[config.mk]
export PLATFORM = sky130hd
export DESIGN_NAME = spi_slave_cmd_if
export DESIGN_NICKNAME = d
export VERILOG_FILES = /design/src/rtl/spi_slave_cmd_if.sv
export SDC_FILE = /design/constraint.sdc
export NUM_CORES = 1
export LEC_CHECK = 0
export ABC_AREA = 1
export CORE_ASPECT_RATIO = 0.5
export CORE_MARGIN = 2
export CORE_UTILIZATION = 50
export CTS_BUF_LIST = sky130_fd_sc_hd__clkbuf_8
export DETAILED_ROUTE_END_ITERATION = 8
export PLACE_DENSITY_LB_ADDON = 0.25
export SLEW_MARGIN = 20
export SYNTH_ARGS = -nofsm -noshare
export SYNTH_HDL_FRONTEND = slang
export SYNTH_SLANG_ARGS = --single-unit
[constraint.sdc]
create_clock -name clk -period 2 [get_ports clk]
set_input_delay 0.4 -clock clk [delete_from_list [all_inputs] [get_ports clk]]
set_output_delay 0.4 -clock clk [all_outputs]
set_load 0.01 [all_outputs]
[src/rtl/spi_slave_cmd_if.sv]
// SPI slave front end: assembles MSB-first frames into 10-bit RAM command words
// and shifts one RAM read word back out on miso for each read-data frame.
module spi_slave_cmd_if #(
  parameter int DATA_WIDTH = 8
) (
  input  logic                  clk,
  input  logic                  a_rst_n,
  input  logic                  ss_n,
  input  logic                  mosi,
  output logic                  miso,
  output logic [DATA_WIDTH+1:0] rx_data,
  output logic                  rx_valid,
  input  logic [DATA_WIDTH-1:0] tx_data,
  input  logic                  tx_valid,
  output logic [2:0]            state_dbg,
  output logic                  addr_held_dbg,
  output logic                  tx_done_dbg
);

  localparam int FW  = DATA_WIDTH + 2;
  localparam int CW  = $clog2(FW + 1);
  localparam int TCW = $clog2(DATA_WIDTH);

  typedef enum logic [2:0] {
    IDLE      = 3'd0,
    CHK_CMD   = 3'd1,
    WRITE     = 3'd2,
    READ_ADD  = 3'd3,
    READ_DATA = 3'd4
  } state_t;

  state_t                state, state_next;
  logic [CW-1:0]         bit_cnt;
  logic [FW-1:0]         shift_q;
  logic [DATA_WIDTH-2:0] tx_shift;
  logic [TCW-1:0]        tx_cnt;
  logic                  addr_held;
  logic                  tx_done;

  logic in_frame, frame_last, frame_done, tx_start;

  // Handshake: rx_valid is a one-cycle strobe with no ready; the RAM must take
  // rx_data in that cycle. tx_valid is level-qualified and accepted once per frame.
  always_comb begin
    in_frame   = (state == WRITE) || (state == READ_ADD) || (state == READ_DATA);
    frame_last = in_frame && (bit_cnt == CW'(FW - 1));
    frame_done = (bit_cnt == CW'(FW));
    tx_start   = (state == READ_DATA) && frame_done && !tx_done && tx_valid;
  end

  always_comb begin
    state_next = state;
    if (ss_n) begin
      state_next = IDLE;
    end else begin
      case (state)
        IDLE:    state_next = CHK_CMD;
        CHK_CMD: begin
          if (!mosi)          state_next = WRITE;
          else if (addr_held) state_next = READ_DATA;
          else                state_next = READ_ADD;
        end
        default: state_next = state;
      endcase
    end
  end

  always_ff @(posedge clk or negedge a_rst_n) begin
    if (!a_rst_n) begin
      state <= IDLE;
    end else begin
      state <= state_next;
    end
  end

  always_ff @(posedge clk or negedge a_rst_n) begin
    if (!a_rst_n) begin
      bit_cnt   <= '0;
      shift_q   <= '0;
      tx_shift  <= '0;
      tx_cnt    <= '0;
      addr_held <= 1'b0;
      tx_done   <= 1'b0;
      rx_data   <= '0;
      rx_valid  <= 1'b0;
      miso      <= 1'b0;
    end else begin
      rx_valid <= 1'b0;
      if (ss_n) begin
        // Abort or end of frame: drop partial data, keep rx_data and addr_held.
        bit_cnt  <= '0;
        shift_q  <= '0;
        tx_shift <= '0;
        tx_cnt   <= '0;
        miso     <= 1'b0;
      end else begin
        if (state == CHK_CMD) begin
          shift_q <= {{(FW-1){1'b0}}, mosi};
          bit_cnt <= CW'(1);
        end else if (in_frame && !frame_done) begin
          shift_q <= {shift_q[FW-2:0], mosi};
          bit_cnt <= bit_cnt + CW'(1);
          if (frame_last) begin
            rx_data  <= {shift_q[FW-2:0], mosi};
            rx_valid <= 1'b1;
            if (state == READ_ADD)  addr_held <= 1'b1;
            if (state == READ_DATA) addr_held <= 1'b0;
          end
        end

        if (tx_start) begin
          miso     <= tx_data[DATA_WIDTH-1];
          tx_shift <= tx_data[DATA_WIDTH-2:0];
          tx_cnt   <= TCW'(DATA_WIDTH - 1);
          tx_done  <= 1'b1;
        end else if (tx_cnt != '0) begin
          miso     <= tx_shift[DATA_WIDTH-2];
          tx_shift <= {tx_shift[DATA_WIDTH-3:0], 1'b0};
          tx_cnt   <= tx_cnt - TCW'(1);
        end else begin
          miso <= 1'b0;
        end
      end
      if (state == IDLE) tx_done <= 1'b0;
    end
  end

  assign state_dbg     = state;
  assign addr_held_dbg = addr_held;
  assign tx_done_dbg   = tx_done;

endmodule

==> flow_summary.ini <==
[detailed_routing]
drt_iter0_markers = 83
viasPerCell = 5.01
wire_per_inst_um = 12.1
wl_um = 3760
ant_nets = 0
remaining_drc_errors = 0
pre_repair_dr_iteration_count = 4
route.vias.total = 1557

[worst_setup_path]
setup.worst_path.end_class = primary output
setup.worst_path.start = state_dbg[1]
crit-reg2reg-launch = bit_cnt[0]
timing.setup.critical_path_class = reg2out
cp_top_family = buffers and inverters
crit_path_end = state_dbg[1]
critical_path.n_buffers_inverters = 1
cp_slowest_cell = sky130_fd_sc_hd__clkdlybuf4s50_1
critical_path.startpoint_type = flip-flop
crit_path_cell_trace = clkdlybuf4s50_1
path_max_fanout = 6
r2r_slack_ns = 0.42
r2r-end = tx_shift[5]
max_stage_delay_ns = 0.58
r2r_worst_path_depth = 9
worst-path-stages = 1
critical_path_required_ns = 1.60
arrival_ns = 1.33

[finish]
layout_common_cells = 53 x sky130_fd_sc_hd__nand2_1, 40 x sky130_fd_sc_hd__dfrtp_1, 31 x sky130_fd_sc_hd__nand3_1
layout.cells.most_common = sky130_fd_sc_hd__nand2_1
nets = 274
final_layout_size_suffix_gt1_share_pct = 17.1
insertedDiodeCount = 0
layout.filler_cells = 321
flow.area_growth_from_synthesis_pct = 21.8

[clock_tree]
clock_slew_at_reported_path_ffs_ns = 0.07
ctsHoldBuffers = 0
tritoncts = done
cts_resized = 0
clock_latency_ns = 0.29
cts.sinks = 40
cts-buffers-inserted = 5
h-tree-depth = 2
clk_tree_root_cell = sky130_fd_sc_hd__clkbuf_8
cts_post_setup_buffers_inserted = 0
cts_buffer_depth = 2

[global_route]
first_global_vias = 1502
gr-usage-met3_pct = 4.79
gr_peak_layer = met2
grt_remaining_overflow = 0
groute.usage.overall_pct = 19.1
grt_pass1_wl_um = 6710
global_route.usage.met1_pct = 24.3
grt_antenna_before_repair = 0
grt_start_max_net_pins = 41
global_route.usage.met2_pct = 30.5

[timing]
achievable-frequency_ghz = 0.580
final-setup-viol-count = 0
max_slew.worst_pin.slew_ns = 0.495
layout_worst_path_cycle_share_pct = 86.3
period_minus_slack_ns = 1.73
hold_violations = 0
fin_skew_ns = 0.00280
slew_headroom_pct = 67.0
unrepaired_setup_endpoints_after_global_routing = false
final_max_slew_viol_count = 0
finalHoldWorstSlack_ns = 0.153
fin_setup_tns_ns = 0

[synth]
ys.warnings.count = 0
synthesized_instance_count = 221
synth-seq-cells = 40
postSynthAreaPerCell_um2 = 9.09
netlist-cell-type-count = 26
syn-cell-area_mm2 = 0.00201
synthesis.nets = 239
synth.yosys.seq_area_share_pct = 49.8

[die]
design.core.area_mm2 = 0.00388
die_y_um = 48.8
initial_utilization_pct = 51.7
num_rows = 16
full_die_area_mm2 = 0.00457
die_width_um = 93.6
io_pins = 30

[run_status]
run_status = completed

[job]
timing.max_cap.violations = 0

[power_and_ir_drop]
power_per_cell_area_mw_per_mm2 = 819
leakage_power_nw = 1.19
power.ir.vdd_worst_mv = 0.348
design_power_total_w = 0.00200

[place]
gp_routability_congestion = 0.780
hpwlAfterDp_um = 2680
buffer_ports.inserted = 29

[hold_path]
holdCritPathClass = in2async
## worst min path at each step
stage | endpoint | slack [ns] | startpoint | cells after the start
floorplan | addr_held_dbg | 0.10 | a_rst_n | 0
global placement | rx_data[0] | 0.47 | rx_data[0] | 2
detailed placement | rx_data[1] | 0.47 | rx_data[1] | 2
CTS | rx_data[3] | 0.17 | a_rst_n | 2
global route | shift_q[3] | 0.18 | a_rst_n | 2
finish | shift_q[1] | 0.15 | a_rst_n | 2
## kinds of logic (layout without fill, tap and decap cells)
family	after synthesis	after routing	synth area share, %
AOI/OAI and AO/OA	32	32	11.6
DFF	40	40	49.8
and+or+nand+nor	107	107	26.0
buffers and inverters	35	71	8.54
xor gates and xnor gates	2	2	0.872
adders and majority gates	5	5	3.12
## sequential cells by signal (all words and copies together) (netlist names)
name / count
rx_valid: 1
miso: 1
bit_cnt: 4
shift_q: 9
addr_held_dbg: 1
state_dbg: 3
rx_data: 10
tx_shift: 7
tx_done_dbg: 1
tx_cnt: 3
## cell usage after synthesis
| cell type | count | area [um2] |
|---|---|---|
| sky130_fd_sc_hd__nand2_1 | 53 | 199 |
| sky130_fd_sc_hd__dfrtp_1 | 40 | 1000 |
| sky130_fd_sc_hd__nand3_1 | 31 | 155 |
| sky130_fd_sc_hd__inv_1 | 26 | 97.6 |
| sky130_fd_sc_hd__o21ai_2 | 15 | 131 |
| sky130_fd_sc_hd__nor2_1 | 9 | 33.8 |
| sky130_fd_sc_hd__a21oi_1 | 6 | 30.0 |
| sky130_fd_sc_hd__buf_6 | 5 | 56.3 |
| sky130_fd_sc_hd__ha_1 | 5 | 62.6 |
| sky130_fd_sc_hd__nand2_2 | 5 | 31.3 |
| sky130_fd_sc_hd__o21ai_0 | 4 | 20.0 |
| sky130_fd_sc_hd__o21ai_1 | 4 | 20.0 |
| sky130_fd_sc_hd__buf_2 | 2 | 10.0 |
| sky130_fd_sc_hd__inv_2 | 2 | 7.51 |
| sky130_fd_sc_hd__nand3_4 | 2 | 35.0 |
| sky130_fd_sc_hd__o211ai_1 | 2 | 15.0 |
| sky130_fd_sc_hd__a21oi_4 | 1 | 16.3 |
| sky130_fd_sc_hd__nand2_4 | 1 | 11.3 |
| sky130_fd_sc_hd__nand3_2 | 1 | 10.0 |
| sky130_fd_sc_hd__nand4_1 | 1 | 6.26 |
| sky130_fd_sc_hd__nor2_2 | 1 | 6.26 |
| sky130_fd_sc_hd__nor2_8 | 1 | 20.0 |
| sky130_fd_sc_hd__nor3_1 | 1 | 5.00 |
| sky130_fd_sc_hd__nor3_2 | 1 | 10.0 |
| sky130_fd_sc_hd__xnor2_1 | 1 | 8.76 |
| sky130_fd_sc_hd__xor2_1 | 1 | 8.76 |
## per-layer routing
layer,vias to the layer above,part of all wire (%)
met5,-,0
met3,7,3.4
met2,21,47
met4,0,2.2
li1,786,-
met1,743,47
## stage by stage
step           std cells  setup slack (ns)  util, %  instance area, um2
6_report             311             0.275     63.0                2450
3_3_place_gp         303             0.303     60.6                2350
2_1_floorplan        221             0.561        -                2010
4_1_cts              311             0.265     63.0                2450
5_1_grt              311             0.209     63.0                2450
3_5_place_dp         303             0.281     60.6                2350
## cell type report
class                   instances  area, um2  area share [%]
multi-input cells             146        836            34.2
flip-flops and latches         40       1000            40.9
clock buffers                   6       82.6            3.38
inverters                      28        105            4.30
clock inverters                 2       11.3           0.460
repair buffers                 35        343            14.0
well taps                      54       67.6            2.76
## report_power, final
group          leakage [nW]  switching [W]  internal [W]  total (W)
clock network        0.0486       0.000273      0.000275   0.000548
logic                 0.592       0.000326      0.000194   0.000520
registers             0.547      0.0000672      0.000868   0.000936
total                  1.19       0.000666       0.00134    0.00200
Power figures use the tool's default switching activity.
